===== src/rtl/pipe_issue_if.sv =====
// Handshake and issue-slot bundle between an instruction source, the issue
// controller and the pipelined ALU behind it.
interface pipe_issue_if;
   logic        in_valid;
   logic        in_ready;
   logic [3:0]  in_rs1;
   logic [3:0]  in_rs2;
   logic [3:0]  in_rd;
   logic [3:0]  in_func;
   logic [7:0]  in_addr;
   logic        halt;
   logic        iss_valid;
   logic [3:0]  iss_rs1;
   logic [3:0]  iss_rs2;
   logic [3:0]  iss_rd;
   logic [3:0]  iss_func;
   logic [7:0]  iss_addr;
   logic        err_illegal;
   logic [15:0] stall_cnt;
   logic [15:0] issue_cnt;

   // Instruction source / supervisor side
   modport master (
      output in_valid, in_rs1, in_rs2, in_rd, in_func, in_addr, halt,
      input  in_ready, iss_valid, iss_rs1, iss_rs2, iss_rd, iss_func, iss_addr,
             err_illegal, stall_cnt, issue_cnt
   );

   // Issue controller side
   modport slave (
      input  in_valid, in_rs1, in_rs2, in_rd, in_func, in_addr, halt,
      output in_ready, iss_valid, iss_rs1, iss_rs2, iss_rd, iss_func, iss_addr,
             err_illegal, stall_cnt, issue_cnt
   );
endinterface


===== src/rtl/pipe_issue_ctrl.sv =====
// Issue controller for the 4-stage ALU pipeline: buffers instructions in a
// small FIFO, drops illegal function codes, and holds back any instruction
// whose sources are still being produced by an in-flight instruction.
module pipe_issue_ctrl #(
   parameter int DEPTH  = 4,
   parameter int WB_LAT = 3
) (
   input  logic        clk,
   input  logic        rst,
   pipe_issue_if.slave bus
);

   localparam int AW    = (DEPTH > 1) ? $clog2(DEPTH) : 1;
   // A producer blocks dependents during the WB_LAT-1 decision cycles that
   // follow its issue, so that many tracker slots are needed (at least one
   // slot is kept so the arrays stay legal when WB_LAT is 1).
   localparam int TRK_N = (WB_LAT > 1) ? WB_LAT - 1 : 1;
   localparam logic [AW:0] FULL_CNT = (AW + 1)'(DEPTH);

   typedef struct packed {
      logic [3:0] rs1;
      logic [3:0] rs2;
      logic [3:0] rd;
      logic [3:0] func;
      logic [7:0] addr;
   } instr_t;

   // Function codes 12..15 have no ALU operation behind them.
   function automatic logic f_illegal(input logic [3:0] f);
      return f[3] & f[2];
   endfunction

   function automatic logic f_uses_rs1(input logic [3:0] f);
      logic u;
      case (f)
         4'd0, 4'd1, 4'd2, 4'd3, 4'd5, 4'd6, 4'd7, 4'd8, 4'd10, 4'd11: u = 1'b1;
         default:                                                       u = 1'b0;
      endcase
      return u;
   endfunction

   function automatic logic f_uses_rs2(input logic [3:0] f);
      logic u;
      case (f)
         4'd0, 4'd1, 4'd2, 4'd4, 4'd5, 4'd6, 4'd7, 4'd9: u = 1'b1;
         default:                                        u = 1'b0;
      endcase
      return u;
   endfunction

   instr_t        mem_q [DEPTH];
   logic [AW-1:0] wr_ptr_q, wr_ptr_d;
   logic [AW-1:0] rd_ptr_q, rd_ptr_d;
   logic [AW:0]   cnt_q, cnt_d;

   logic          trk_vld_q [TRK_N];
   logic [3:0]    trk_rd_q  [TRK_N];

   instr_t        iss_q;
   logic          iss_valid_q;
   logic          err_q;
   logic [15:0]   stall_cnt_q, stall_cnt_d;
   logic [15:0]   issue_cnt_q, issue_cnt_d;

   instr_t        in_instr;
   instr_t        head;
   logic          full, empty;
   logic          push, pop, issue, stall, drop;
   logic          hazard;

   assign in_instr = '{rs1: bus.in_rs1, rs2: bus.in_rs2, rd: bus.in_rd,
                       func: bus.in_func, addr: bus.in_addr};
   assign head     = mem_q[rd_ptr_q];
   assign full     = (cnt_q == FULL_CNT);
   assign empty    = (cnt_q == '0);
   assign push     = bus.in_valid & ~full;

   // Compare the head's used sources against every still-young producer.
   always_comb begin
      hazard = 1'b0;
      for (int i = 0; i < TRK_N; i++) begin
         if ((i < WB_LAT - 1) && trk_vld_q[i]) begin
            if (f_uses_rs1(head.func) && (trk_rd_q[i] == head.rs1)) hazard = 1'b1;
            if (f_uses_rs2(head.func) && (trk_rd_q[i] == head.rs2)) hazard = 1'b1;
         end
      end
   end

   // Head decision: drop illegal first, then honour halt, then the interlock.
   always_comb begin
      pop   = 1'b0;
      issue = 1'b0;
      stall = 1'b0;
      drop  = 1'b0;
      if (!empty) begin
         if (f_illegal(head.func)) begin
            pop  = 1'b1;
            drop = 1'b1;
         end else if (bus.halt) begin
            pop = 1'b0;
         end else if (hazard) begin
            stall = 1'b1;
         end else begin
            pop   = 1'b1;
            issue = 1'b1;
         end
      end
   end

   // FIFO pointer and occupancy next-state.
   always_comb begin
      wr_ptr_d = wr_ptr_q;
      rd_ptr_d = rd_ptr_q;
      cnt_d    = cnt_q;
      if (push) wr_ptr_d = wr_ptr_q + 1'b1;
      if (pop)  rd_ptr_d = rd_ptr_q + 1'b1;
      case ({push, pop})
         2'b10:   cnt_d = cnt_q + 1'b1;
         2'b01:   cnt_d = cnt_q - 1'b1;
         default: cnt_d = cnt_q;
      endcase
   end

   // Statistics next-state: stall count saturates, issue count wraps.
   always_comb begin
      stall_cnt_d = stall_cnt_q;
      issue_cnt_d = issue_cnt_q;
      if (stall && (stall_cnt_q != 16'hFFFF)) stall_cnt_d = stall_cnt_q + 16'd1;
      if (issue)                              issue_cnt_d = issue_cnt_q + 16'd1;
   end

   // FIFO storage; contents are don't-care until written.
   always_ff @(posedge clk) begin
      if (push) mem_q[wr_ptr_q] <= in_instr;
   end

   // FIFO control state.
   always_ff @(posedge clk or posedge rst) begin
      if (rst) begin
         wr_ptr_q <= '0;
         rd_ptr_q <= '0;
         cnt_q    <= '0;
      end else begin
         wr_ptr_q <= wr_ptr_d;
         rd_ptr_q <= rd_ptr_d;
         cnt_q    <= cnt_d;
      end
   end

   // In-flight tracker: a shift line that ages every cycle, halted or not.
   always_ff @(posedge clk or posedge rst) begin
      if (rst) begin
         for (int i = 0; i < TRK_N; i++) begin
            trk_vld_q[i] <= 1'b0;
            trk_rd_q[i]  <= '0;
         end
      end else begin
         trk_vld_q[0] <= issue;
         trk_rd_q[0]  <= head.rd;
         for (int i = 1; i < TRK_N; i++) begin
            trk_vld_q[i] <= trk_vld_q[i-1];
            trk_rd_q[i]  <= trk_rd_q[i-1];
         end
      end
   end

   // Registered issue slot; fields hold their value across bubbles.
   always_ff @(posedge clk or posedge rst) begin
      if (rst) begin
         iss_q       <= '0;
         iss_valid_q <= 1'b0;
         err_q       <= 1'b0;
         stall_cnt_q <= '0;
         issue_cnt_q <= '0;
      end else begin
         iss_valid_q <= issue;
         err_q       <= drop;
         stall_cnt_q <= stall_cnt_d;
         issue_cnt_q <= issue_cnt_d;
         if (issue) iss_q <= head;
      end
   end

   assign bus.in_ready    = ~full;
   assign bus.iss_valid   = iss_valid_q;
   assign bus.iss_rs1     = iss_q.rs1;
   assign bus.iss_rs2     = iss_q.rs2;
   assign bus.iss_rd      = iss_q.rd;
   assign bus.iss_func    = iss_q.func;
   assign bus.iss_addr    = iss_q.addr;
   assign bus.err_illegal = err_q;
   assign bus.stall_cnt   = stall_cnt_q;
   assign bus.issue_cnt   = issue_cnt_q;

endmodule


===== src/flat_wrapper.sv =====
// flat-port wrapper written by rule: the top's interface ports become plain ports
module pipe_issue_ctrl_flat 
#(
   parameter int DEPTH  = 4,
   parameter int WB_LAT = 3
)
  (clk, rst, bus_in_valid, bus_in_rs1, bus_in_rs2, bus_in_rd, bus_in_func, bus_in_addr, bus_halt, bus_in_ready, bus_iss_valid, bus_iss_rs1, bus_iss_rs2, bus_iss_rd, bus_iss_func, bus_iss_addr, bus_err_illegal, bus_stall_cnt, bus_issue_cnt);
  pipe_issue_if bus_i ();
  input  logic clk;
  input  logic rst;
  input wire logic [$bits(bus_i.in_valid)-1:0] bus_in_valid;
  input wire logic [$bits(bus_i.in_rs1)-1:0] bus_in_rs1;
  input wire logic [$bits(bus_i.in_rs2)-1:0] bus_in_rs2;
  input wire logic [$bits(bus_i.in_rd)-1:0] bus_in_rd;
  input wire logic [$bits(bus_i.in_func)-1:0] bus_in_func;
  input wire logic [$bits(bus_i.in_addr)-1:0] bus_in_addr;
  input wire logic [$bits(bus_i.halt)-1:0] bus_halt;
  output wire logic [$bits(bus_i.in_ready)-1:0] bus_in_ready;
  output wire logic [$bits(bus_i.iss_valid)-1:0] bus_iss_valid;
  output wire logic [$bits(bus_i.iss_rs1)-1:0] bus_iss_rs1;
  output wire logic [$bits(bus_i.iss_rs2)-1:0] bus_iss_rs2;
  output wire logic [$bits(bus_i.iss_rd)-1:0] bus_iss_rd;
  output wire logic [$bits(bus_i.iss_func)-1:0] bus_iss_func;
  output wire logic [$bits(bus_i.iss_addr)-1:0] bus_iss_addr;
  output wire logic [$bits(bus_i.err_illegal)-1:0] bus_err_illegal;
  output wire logic [$bits(bus_i.stall_cnt)-1:0] bus_stall_cnt;
  output wire logic [$bits(bus_i.issue_cnt)-1:0] bus_issue_cnt;
  assign bus_i.in_valid = bus_in_valid;
  assign bus_i.in_rs1 = bus_in_rs1;
  assign bus_i.in_rs2 = bus_in_rs2;
  assign bus_i.in_rd = bus_in_rd;
  assign bus_i.in_func = bus_in_func;
  assign bus_i.in_addr = bus_in_addr;
  assign bus_i.halt = bus_halt;
  assign bus_in_ready = bus_i.in_ready;
  assign bus_iss_valid = bus_i.iss_valid;
  assign bus_iss_rs1 = bus_i.iss_rs1;
  assign bus_iss_rs2 = bus_i.iss_rs2;
  assign bus_iss_rd = bus_i.iss_rd;
  assign bus_iss_func = bus_i.iss_func;
  assign bus_iss_addr = bus_i.iss_addr;
  assign bus_err_illegal = bus_i.err_illegal;
  assign bus_stall_cnt = bus_i.stall_cnt;
  assign bus_issue_cnt = bus_i.issue_cnt;
  pipe_issue_ctrl #(.DEPTH(DEPTH), .WB_LAT(WB_LAT)) u_core (.clk(clk), .rst(rst), .bus(bus_i));
endmodule

===== config.mk =====
export PLATFORM = sky130hd
export DESIGN_NAME = pipe_issue_ctrl_flat
export DESIGN_NICKNAME = d
export VERILOG_FILES = /design/src/rtl/pipe_issue_if.sv /design/src/rtl/pipe_issue_ctrl.sv /design/src/flat_wrapper.sv
export SDC_FILE = /design/constraint.sdc
export NUM_CORES = 1
export LEC_CHECK = 0
export BUFFER_PORTS_ARGS = -buffer_cell sky130_fd_sc_hd__buf_2
export CORE_ASPECT_RATIO = 0.8
export CORE_UTILIZATION = 58
export DETAILED_ROUTE_END_ITERATION = 10
export PLACE_DENSITY = 0.85
export SLEW_MARGIN = 20
export SYNTH_ARGS = -nofsm -noshare
export SYNTH_HDL_FRONTEND = slang
export SYNTH_SLANG_ARGS = --single-unit

===== constraint.sdc =====
create_clock -name clk -period 3.6 [get_ports clk]
set_input_delay 0.18 -clock clk [delete_from_list [all_inputs] [get_ports clk]]
set_output_delay 0.18 -clock clk [all_outputs]
set_load 0.02 [all_outputs]

* Yosys cells after proc, flatten, opt, wreduce, memory -nomap -nowiden
Memories as Yosys holds them, arrays and structs flattened.
Cells that the tools add are included.
** Word-level totals
- Register bits after elaboration :: 74
- Memory bits (writable) :: 96
- Bits in read-only memories :: 64
- Input port bits :: 28
- Output and inout bits :: 59
- Logic and storage cells :: 69
- Memories kept :: 5
** Memory list
- u_core.mem_q :: words 4, bits a word 24, rd ports 1, clocked after Yosys merged registers in 0, wr ports 1, line pipe_issue_ctrl.sv:51 : instr_t mem_q [DEPTH];
- (no name shown) :: words 16, bits a word 1, rd ports 1, clocked after Yosys merged registers in 0, wr ports 0, line pipe_issue_ctrl.sv:35 : case (f)
- (no name shown) :: words 16, bits a word 1, rd ports 1, clocked after Yosys merged registers in 0, wr ports 0, line pipe_issue_ctrl.sv:44 : case (f)
- (no name shown) :: words 16, bits a word 1, rd ports 1, clocked after Yosys merged registers in 0, wr ports 0, line pipe_issue_ctrl.sv:35
- (no name shown) :: words 16, bits a word 1, rd ports 1, clocked after Yosys merged registers in 0, wr ports 0, line pipe_issue_ctrl.sv:44
** Operators by class
- $add $sub $neg :: 6
- Eq/ne operators :: 8
- Multiplexer cells :: 25
- Bitwise operators :: 3
- Reduce and logical (&&, ||, !) cells :: 7
** Operators with widths (count)
- adder 16 x 1 -> 16 bit (second input constant) :: 2
- 2-to-1 mux 1 bit :: 24
- equality test 4 bit :: 4
- inequality test 16 bit (second input constant) :: 1
- case mux 3 bit (2 select lines) :: 1
- logical AND 1 bit :: 5
- adder 2 x 1 -> 2 bit (second input constant) :: 2
- adder 3 x 1 -> 3 bit (second input constant) :: 1
- equality test 3 bit (second input constant) :: 1
- zero test 3 bit :: 1
- subtractor 3 x 1 -> 3 bit (second input constant) :: 1
- AND 1 bit :: 2
- equality test 2 x 1 -> 1 bit (second input constant) :: 1
- equality test 2 bit (second input constant) :: 1
- nonzero test 2 bit :: 1
- NOT 1 bit :: 1

* Depth between registers and ports, before layout
Gate-level depths: netlist (run 1).
An unclocked memory read counts as a cell.
- Depth in word-level cells :: 16
- Depth in mapped cells :: 14
- Gate-level depth less buffers :: 12

* Least setup slack after synthesis (run 1)
Ideal clock, no wire load.
- Path kind :: register -> register
- Start point :: register u_core.rd_ptr_q[0]
- End point :: register u_core.cnt_q[2]
- Setup time :: 79 ps
- Data arrival time :: 3092 ps
- Data required time :: 3521 ps
- Setup slack :: 429 ps
- Stages on the path, launching flop included :: 15
- Path buffers :: 2
- Period minus slack after synthesis :: 3171 ps
- Cells stage by stage :: dfrtp_1 > buf_6 > buf_6 > mux2i_1 > mux2i_1 > o2111ai_1 > a221oi_4 > or3_1 > nand2_1 > ha_1 > inv_1 > fa_1 > xor2_1 > nor2_1 > xor2_1
** Between the ends
- Longest elaborated chain between the ends :: 16
- Elaborated cells between the ends (all ways) :: 32
- Classes of those cells :: eq/ne (6); mux (15); bitwise (1); reduce/logical (5); memory (5)
** RTL lines
- start: declaration :: line pipe_issue_ctrl.sv:53 : logic [AW-1:0] rd_ptr_q, rd_ptr_d;
- start signal: assignment :: line pipe_issue_ctrl.sv:145 : rd_ptr_q <= rd_ptr_d;
- memory (4 x 24 bit) (*)
- memory (16 x 1 bit)
- 2-to-1 mux 1 bit :: line pipe_issue_ctrl.sv:82 : if ((i < WB_LAT - 1) && trk_vld_q[i]) begin
- logical AND 1 bit :: line pipe_issue_ctrl.sv:83 : if (f_uses_rs1(head.func) && (trk_rd_q[i] == head.rs1)) hazard = 1'b1;
- 2-to-1 mux 1 bit :: line pipe_issue_ctrl.sv:83
- 2-to-1 mux 1 bit :: line pipe_issue_ctrl.sv:84 : if (f_uses_rs2(head.func) && (trk_rd_q[i] == head.rs2)) hazard = 1'b1;
- 2-to-1 mux 1 bit :: line pipe_issue_ctrl.sv:82
- 2-to-1 mux 1 bit :: line pipe_issue_ctrl.sv:83
- 2-to-1 mux 1 bit :: line pipe_issue_ctrl.sv:84
- 2-to-1 mux 1 bit :: line pipe_issue_ctrl.sv:82
- 2-to-1 mux 1 bit :: line pipe_issue_ctrl.sv:101 : end else if (hazard) begin
- 2-to-1 mux 1 bit :: line pipe_issue_ctrl.sv:99 : end else if (bus.halt) begin
- 2-to-1 mux 1 bit (*) :: line pipe_issue_ctrl.sv:96 : if (f_illegal(head.func)) begin
- 2-to-1 mux 1 bit (*) :: line pipe_issue_ctrl.sv:95 : if (!empty) begin
- named net u_core.pop :: line pipe_issue_ctrl.sv:68 : logic push, pop, issue, stall, drop;
- equality test 2 x 1 -> 1 bit / equality test 2 bit (equally long branches) :: line pipe_issue_ctrl.sv:117 : case ({push, pop})
- case mux 3 bit (2 select lines) / nonzero test 2 bit (equally long branches)
- end signal: assignment :: line pipe_issue_ctrl.sv:146 : cnt_q <= cnt_d;
- end: declaration :: line pipe_issue_ctrl.sv:54 : logic [AW:0] cnt_q, cnt_d;
Mark *: on every way through the listed nets, which the timed path passes. The rest lies on a longest branch. The select of a mux whose other input is x is not followed.
A chain may end at the register's enable or synchronous reset.

* Worst setup path in the final report (run 1)
Ends and elaborated chain as after synthesis.

==> impl_results.md, run 1 <==
* Layout cells sized above 1 at 0.314
* Area grow syn2layout at 22.2%
* Critical Setup Path Class: flip-flop to flip-flop
* Max rail drop VDD at approximately 0.5 mV
* FMAX at roughly 290 MHz
* Area after DPL at between 7000 and 8000 um2
* Post-synth ARST share at 0.435
* Initial DRT Pass Iterations at 8
* Clk sinks at 170
* Leakage at 3.52 nW
* Met1 Use GR at 0.308
* Pwr/cell area at approximately 860 nW/um2
* Worst R2R Path Depth at 13
* Residual DRC at 10
* Initial Util at 0.600
* Relative slew margins at 0.579
* Die X at approximately 120 um
* Fin. Hold Viols at 0
* Cell Area, Synth at 6990 um2
* Top cell type's share of synthesized area at 0.412
* CP required at 3940 ps
* Fin nets at about 590
* 1st-iter DRT viols at approximately 240
* DR vias at ~4100
* Failing checks: design-rule violations
* Final instance area at roughly 8500 um2
* Worst Skew at between 8 and 9 ps
* H-tree depth at 4
* Synthesis Warnings at 0
* Vias in the first global route at about 4300
* Largest net degree at the start of global routing at 48
* Worst skew pair latency at ~430 ps
* N_diodes at 0
* Setup crit end kind: flip-flop
* Die Ht at approximately 100 um
* Fin crit share at 0.961
* Final setup TNS at 0 ps
* GRT Overall Usage at 0.249
* Synthesized area per cell at 16.8 um2
* Mapped Nets at approximately 450
* CTS Root Cell: clkbuf_16
* Leading post-synthesis cells by cell area: edfxtp_1 41%, dfrtp_1 26%, mux4_2 7.1%
* Port bufs at 86
* Wirelength per Cell at between 20 and 25 um
* Main synth FF type: edfxtp_1
* Slew Limit Fails at 0
* Vias per inst at 5.79
* Outcome: finished with violations
* Register area share after synthesis at 0.677
* # IOs at between 80 and 90
* Number of flops mapped to enable cells by yosys at 96
* Count of final setup violators at 0
* Type of the most critical hold path: primary input to flip-flop
* Core Footprint at 11600 um2
* Syn Inst Count at between 400 and 500
* Worst Path Arrival at 3800 ps
* Max FO, Critical Path at 9
* Flops & latches, synth at 170
* Grt ovf at 0
* Hold Path Stages at 3
* Number of nets with antenna violations after routing at 0
* Met3 Usage GRT at 0.0773
* Max clock buf depth at 2
* Routability cong. at 0.846
* Slew @ Worst Pin at 631 ps
* Largest area contributor in the netlist: edfxtp_1
* Minimum clock period at 3460 ps
* Post-DP HPWL at between 8 and 9 mm
* CTS Buf Count at 17
* First-pass GRT wire length at roughly 23 mm
* # rows at 35
* GR Util met2 at 0.411
* RSZ-0062 raised after global routing: no
* Total wire length at between 10 and 15 mm
* Maxcap violations at 0
* CP startpoint kind: flip-flop
* Netlist cell types at 44
* Initial antenna violation count at 0
* Die area at between 10000 and 15000 um2
* Clk slew on worst S/H paths at approximately 60 ps
* Most used routing layer: met2
* CTS tree: built
[worst max-delay path, stage by stage, from the launching register on]
cell	delay [ps]
dfrtp_2	490
buf_12	180
mux4_2	560
xnor2_1	190
o2111ai_1	190
a221oi_4	120
or3_4	400
nand2_1	140
ha_1	210
inv_1	70
fa_1	390
xor2_1	160
nor2_1	110
xor2_1	170
[state kept, by name, indices dropped and copies added (netlist names)]
| register | flops |
|---|---|
| u_core.bus.iss_rs1 | 4 |
| u_core.bus.iss_rd | 4 |
| u_core.bus.iss_rs2 | 4 |
| u_core.wr_ptr_q | 2 |
| u_core.trk_rd_q | 8 |
| u_core.mem_q | 96 |
| u_core.rd_ptr_q | 2 |
| u_core.bus.iss_func | 4 |
| u_core.bus.issue_cnt | 16 |
| u_core.bus.stall_cnt | 16 |
| u_core.cnt_q | 3 |
| u_core.bus.iss_addr | 8 |
| u_core.trk_vld_q | 2 |
| u_core.bus.err_illegal | 1 |
[stage by stage]
stage | hold WS (ps) | utilization | worst slack, ps | cells | power, mW
global route | 252 | 0.733 | 4.37 | 711 | 7.65
CTS | 203 | 0.731 | 94.7 | 709 | 7.30
global placement | 265 | 0.658 | 325 | 652 | 5.26
floorplan | 279 | - | 429 | 417 | 4.63
detailed placement | 273 | 0.658 | 211 | 652 | 5.38
finish | 207 | 0.733 | 141 | 711 | 7.31
[cell type report]
type | count | area (um2)
clock buffer | 19 | 433
timing repair buffer | 127 | 826
multi-input combinational | 223 | 2150
fill | 687 | 3110
tap | 148 | 185
clock inverter | 13 | 168
inverter | 11 | 41.3
sequential | 170 | 4740
[cell families after synthesis]
kind of cell,share of synthesized area
compound gates,0.0174
fa+ha+maj,0.0154
xor+xnor,0.0612
mux,0.135
buf+inv,0.0170
flops,0.677
simple gates,0.0770
[report_power, final]
group / total [mW] / internal (mW) / switching [mW]
Sequential: 2.98 / 2.61 / 0.372
Clock: 1.85 / 1.10 / 0.748
Combinational: 2.48 / 1.12 / 1.37
[final timing paths]
path,start,to,slack [ps]
setup / recovery,u_core.rd_ptr_q[0],u_core.cnt_q[2],140
hold / removal,bus_in_valid,u_core.wr_ptr_q[0],210
setup reg to reg,u_core.rd_ptr_q[0],u_core.cnt_q[2],140
hold reg to reg,u_core.bus.issue_cnt[15],u_core.bus.issue_cnt[15],480
max in group asynchronous,rst,u_core.rd_ptr_q[1],2150
min in group asynchronous,rst,u_core.bus.stall_cnt[12],370
[cells in the mapped netlist (3+ instances only)]
master,n
nand2_1,15
dfrtp_1,74
and4_1,4
or3b_2,3
edfxtp_1,96
mux2i_1,15
inv_1,11
nand4_1,5
o2111ai_1,4
mux4_2,22
nor2_1,7
nand3b_1,6
mux2_1,20
ha_1,7
and3_1,13
nor3_1,4
xor2_1,17
mux2_2,4
buf_2,5
nor3_2,4
nand3_1,17
xnor2_1,30
[routing by layer]
| layer | share of wire | vias up |
|---|---|---|
| met5 | 0 | - |
| li1 | - | 1835 |
| met2 | 0.49 | 173 |
| met4 | 0.020 | 0 |
| met1 | 0.41 | 2078 |
| met3 | 0.079 | 28 |
[timing repair]
action,4_1_cts,5_1_grt
gates resized for setup,0,4
endpoints found under the setup margin,0,1
setup buffers,0,2
hold buffers,25,0
hold endpoints to repair,120,0
[cells in the final DEF (no fill, tap or decap), drive strengths merged, types with 3 or more instances in the layout]
cell	instances
o21ai	3
nor3	9
mux2	24
xnor2	31
or3b	3
inv	15
nor2	7
nand3b	6
xor2	17
clkinv	4
nand2	15
dfrtp	74
bufinv	3
edfxtp	96
mux2i	15
ha	7
and4	4
dlygate4sd3	25
or2	3
o2111ai	4
mux4	23
and3	13
clkbuf	19
nand3	17
buf	102
nand4	5
Note: power is estimated with default switching activity, not from simulation.
==> run 2: changes to the inputs <==
--- a/config.mk
+++ b/config.mk
@@ -10,7 +10,9 @@
 export CORE_UTILIZATION = 58
 export DETAILED_ROUTE_END_ITERATION = 10
 export PLACE_DENSITY = 0.85
+export RECOVER_POWER = 50
 export SLEW_MARGIN = 20
 export SYNTH_ARGS = -nofsm -noshare
 export SYNTH_HDL_FRONTEND = slang
 export SYNTH_SLANG_ARGS = --single-unit
+export TNS_END_PERCENT = 5
==> impl_results.md, run 2 (synthesized netlist as in run 1, its figures left out) <==
* Worst Path Arrival at between 3000 and 4000 ps
* Minimum clock period at 3450 ps
* First-pass GRT wire length at around 23 mm
* Final Util at 0.724
* Largest net degree at the start of global routing at 48
* Initial Util at 0.600
* Worst skew pair latency at around 430 ps
* # IOs at 87
* Fin nets at between 500 and 600
* Commonest non-fill, non-tap cells in the layout: 96 x edfxtp_1, 83 x clkbuf_1, 72 x dfrtp_1
* CP dominant cell by count: xor2_1
* Crit-path cells: buf_12 > mux4_2 > xnor2_1 > o2111ai_1 > a221oi_4 > or3_4 > nand2_1 > ha_1 > inv_1 > fa_1 > xor2_1 > nor2_1 > xor2_1
* N_diodes at 0
* Wirelength per Cell at approximately 20 um
* WP buf/inv at 2
* Residual DRC at 10
* Final setup TNS at 0 ps
* Initial DRT Pass Iterations at 8
* Maxcap violations at 0
* Pwr/cell area at between 800 and 900 nW/um2
* Vias per inst at between 5 and 6
* Port bufs at between 80 and 90
* Die area at 12500 um2
* Initial antenna violation count at 0
* Max FO, Critical Path at 9
* Clk slew on worst S/H paths at ~60 ps
* Max reg flops at between 90 and 100
* Grt ovf at 0
* Routability cong. at 0.846
* CTS tree: built
* Setup crit end kind: flip-flop
* Slew Limit Fails at 0
* Failing checks: design-rule violations
* CP required at approximately 4000 ps
* Fin crit share at 0.959
* Critical Setup Path Class: flip-flop to flip-flop
* GRT Overall Usage at 0.249
* CTS Buf Count at 17
* RSZ-0062 raised after global routing: no
* Outcome: finished with violations
* 1st-iter DRT viols at between 200 and 250
* Number of nets with antenna violations after routing at 0
* Type of the most critical hold path: primary input to flip-flop
* # rows at 35
* Core Footprint at 11600 um2
* Most common cell after layout, fill and taps aside: edfxtp_1
* Fin. Hold Viols at 0
* Max clock buf depth at 2
* CP top delay family: simple AND/OR/NAND/NOR gates
* Delay of the slowest critical-path stage at ~560 ps
* Area grow syn2layout at 20.7%
* Max rail drop VDD at just under 0.5 mV
* Die Ht at roughly 100 um
* Total wire length at 14.4 mm
* Vias in the first global route at around 4300
* DR vias at 4126
* Post-DP HPWL at approximately 9.0 mm
* Layout cells sized above 1 at 0.169
* Die X at 125 um
* CTS Root Cell: clkbuf_16
* Worst Skew at between 9 and 10 ps
* Largest Register: u_core.mem_q
* Slew @ Worst Pin at 1040 ps
* CP startpoint kind: flip-flop
* FMAX at 290 MHz
* Count of final setup violators at 0
* Leakage at between 3 and 4 nW
* CP max-delay cell: mux4_2
* Relative slew margins at 0.304
* Clk sinks at between 150 and 200
* H-tree depth at 4
-- run 2: changes by cell type in the layout (fill, tap and decap cells not counted) --
cell,change
buf_2,-81
inv_1,+1
clkbuf_1,+81
inv_2,-1
-- run 2: worst paths after layout --
kind	start	end	slack (ps)	depth (start not counted)
max	u_core.rd_ptr_q[0]	u_core.cnt_q[2]	150	13
min	bus_in_valid	u_core.wr_ptr_q[0]	210	3
max reg2reg	u_core.rd_ptr_q[0]	u_core.cnt_q[2]	150	13
min reg2reg	u_core.bus.issue_cnt[15]	u_core.bus.issue_cnt[15]	470	1
max in group asynchronous	rst	u_core.rd_ptr_q[1]	1800	4
min in group asynchronous	rst	u_core.bus.issue_cnt[14]	560	3
-- run 2: layout make-up --
cell class | instances | area (um2)
fillers | 718 | 3210
inverters | 11 | 41.3
clock buffers | 19 | 433
multi-input cells | 223 | 2150
flip-flops and latches | 170 | 4740
clock inverters | 13 | 168
repair buffers | 127 | 724
well taps | 148 | 185
-- run 2: what timing repair did --
item	4_1_cts	5_1_grt
endpoints found under the setup margin	0	1
hold buffers	25	0
hold endpoints to repair	120	0
resized for setup	0	4
setup buffers	0	2
-- run 2: metrics by stage --
step | power, mW | cell area (um2) | setup WS [ps] | hold WS [ps] | std cells
floorplan | 4.63 | 6990 | 429 | 279 | 417
global placement | 5.26 | 7660 | 325 | 265 | 652
detailed placement | 5.38 | 7660 | 211 | 273 | 652
CTS | 7.30 | 8510 | 94.7 | 203 | 709
global route | 7.61 | 8440 | 4.37 | 252 | 711
finish | 7.26 | 8440 | 147 | 208 | 711
-- run 2: power by group --
part           switching, mW  leakage (nW)  internal [mW]  total (mW)
combinational           1.37          1.16           1.06        2.43
clock                  0.751         0.289           1.10        1.85
sequential             0.376          1.81           2.61        2.98
-- run 2: routing by layer --
| metal | part of all wire | up-vias | track usage |
|---|---|---|---|
| met3 | 0.072 | 36 | 0.0773 |
| met1 | 0.41 | 2091 | 0.308 |
| met4 | 0.024 | 0 | 0.114 |
| met2 | 0.49 | 164 | 0.411 |
| met5 | 0 | - | 0 |
| li1 | - | 1835 | - |
-- run 2: worst reg2reg max path: stages, from the launching register on --
cell and delay (ps):
dfrtp_2 490, buf_12 180, mux4_2 560, xnor2_1 180, o2111ai_1 180, a221oi_4 120, or3_4 400, nand2_1 140
ha_1 210, inv_1 70, fa_1 390, xor2_1 160, nor2_1 120, xor2_1 170
==> run 3: changes to the inputs <==
--- a/config.mk
+++ b/config.mk
@@ -7,9 +7,10 @@
 export LEC_CHECK = 0
 export BUFFER_PORTS_ARGS = -buffer_cell sky130_fd_sc_hd__buf_2
 export CORE_ASPECT_RATIO = 0.8
+export CORE_MARGIN = 2
 export CORE_UTILIZATION = 58
 export DETAILED_ROUTE_END_ITERATION = 10
-export PLACE_DENSITY = 0.85
+export PLACE_DENSITY = 0.9
 export RECOVER_POWER = 50
 export SLEW_MARGIN = 20
 export SYNTH_ARGS = -nofsm -noshare
==> impl_results.md, run 3 (synthesized netlist as in run 1, its figures left out) <==
* H-tree depth at 4
* Minimum clock period at roughly 3400 ps
* Die Ht at between 100 and 150 um
* Leakage at between 3 and 4 nW
* CTS Buf Count at 17
* Min Hold Slack at about 190 ps
* Final instance area at around 8400 um2
* Worst skew pair latency at between 400 and 500 ps
* Post-DP HPWL at approximately 9 mm
* CP startpoint kind: flip-flop
* Crit-path cells: buf_4 > mux4_2 > xnor2_1 > o2111ai_1 > a21oi_1 > or3_1 > nand2_1 > ha_1 > inv_1 > fa_1 > xor2_1 > nor2_1 > xor2_1
* Core Footprint at between 10000 and 15000 um2
* Delay of the slowest critical-path stage at 580 ps
* Fin nets at 584
* Clk sinks at 170
* # rows at 35
* CTS Root Cell: clkbuf_16
* Setup crit end kind: flip-flop
* Most common cell after layout, fill and taps aside: edfxtp_1
* Initial Util at 0.600
* Fin crit share at 0.951
* FMAX at 292 MHz
* Total wire length at 14.5 mm
* Die X at roughly 130 um
* Wirelength per Cell at slightly above 20 um
* Failing checks: max-capacitance violations, max-slew violations
* Routability cong. at 0.803
* Max rail drop VDD at about 0.91 mV
* Critical Setup Path Class: flip-flop to flip-flop
* Area of the multi-input gates at 2140 um2
* Residual DRC at 0
* Type of the most critical hold path: primary input to flip-flop
* Port bufs at 86
* Fin. Hold Viols at 0
* Outcome: finished with violations
* 1st-iter DRT viols at 209
* Clk slew on worst S/H paths at 60 ps
* Commonest non-fill, non-tap cells in the layout: 96 x edfxtp_1, 82 x clkbuf_1, 72 x dfrtp_1
* Post-Layout Cell Count at around 710
* DR vias at just over 4000
* First-pass GRT wire length at 23.2 mm
* Area after DPL at roughly 7600 um2
* CP dominant cell by count: xor2_1
* Worst Skew at between 10 and 15 ps
* Largest Register: u_core.mem_q
* CP required at roughly 4000 ps
* Maxcap violations at 1
* CP max-delay cell: mux4_2
* Initial DRT Pass Iterations at 4
* Die area at about 13000 um2
* Vias in the first global route at around 4400
* Slew @ Worst Pin at between 1500 and 2000 ps
* Relative slew margins at -0.224
* Pwr/cell area at between 800 and 900 nW/um2
* Vias per inst at around 5.7
* N_diodes at 0
* FF+latch area at 4740 um2
* Post-Place Cells at between 600 and 700
* Grt ovf at 0
* Max clock buf depth at 2
* Slew Limit Fails at 33
* Area grow syn2layout at 19.9%
* Count of final setup violators at 0
* Max reg flops at between 90 and 100
* Fill cells at ~740
* Initial antenna violation count at 0
* CTS tree: built
* Layout cells sized above 1 at 0.166
* Largest net degree at the start of global routing at 33
* Number of nets with antenna violations after routing at 0
* GRT Overall Usage at 0.242
* Max FO, Critical Path at 10
* # IOs at slightly below 90
* Worst Path Arrival at around 3800 ps
[run 3: cell count changes in the layout (fill, tap and decap cells not counted), moves of 2 or more]
cell    previous run  this run
inv_8              0         2
buf_2              5         8
buf_4             14        12
buf_12             2         0
[run 3: per-layer routing]
metal  global-route usage  vias up  part of all wire
met1                0.296     2064              0.41
met5                    0        -                 0
met4                0.110        0             0.021
met2                0.423      136              0.51
li1                     -     1822                 -
met3               0.0518       28             0.052
[run 3: worst paths after layout]
check                                               from                       end  slack (ps)  depth (start not counted)
worst min-delay path                        bus_in_valid        u_core.wr_ptr_q[0]         190                          3
worst min register to register  u_core.bus.issue_cnt[15]  u_core.bus.issue_cnt[15]         480                          1
max in group asynchronous                            rst        u_core.rd_ptr_q[0]         720                          4
worst max-delay path                  u_core.rd_ptr_q[0]           u_core.cnt_q[2]         170                         13
min in group asynchronous                            rst  u_core.bus.stall_cnt[11]         460                          3
worst max register to register        u_core.rd_ptr_q[0]           u_core.cnt_q[2]         170                         13
[run 3: area by class of cell]
cell class                 count  share of cell area
clock buffer                  19              0.0517
inverter                      11             0.00493
timing repair buffer         125              0.0812
clock inverter                13              0.0187
tap                          148              0.0221
multi-input combinational    223               0.256
sequential                   170               0.566
[run 3: critical path, delay by kind of cell, from the launching register on]
| kind | cells | cell delay, ps |
|---|---|---|
| fa+ha+maj | 2 | 550 |
| compound gates | 2 | 240 |
| buf+inv | 2 | 330 |
| simple gates | 3 | 630 |
| mux | 1 | 580 |
| xor+xnor | 3 | 460 |
| flops | 1 | 550 |
[run 3: repair_timing]
action / CTS / global route
setup buffers: 0 / 0
resized for setup: 0 / 4
endpoints found under the setup margin: 0 / 1
hold buffers: 25 / 0
hold endpoints to repair: 116 / 0
[run 3: metrics by stage]
stage / power [mW] / util / setup TNS (ps) / setup WS [ps]
5_1_grt: 7.49 / 0.719 / -2.91 / -2.91
2_1_floorplan: 4.63 / - / 0 / 429
3_5_place_dp: 5.34 / 0.655 / 0 / 126
6_report: 7.16 / 0.719 / 0 / 175
4_1_cts: 7.22 / 0.727 / 0 / 74.7
3_3_place_gp: 5.21 / 0.655 / 0 / 278
[run 3: power breakdown]
part / switching [mW] / internal, mW
Sequential: 0.425 / 2.61
Clock: 0.785 / 1.04
Combinational: 1.29 / 1.01
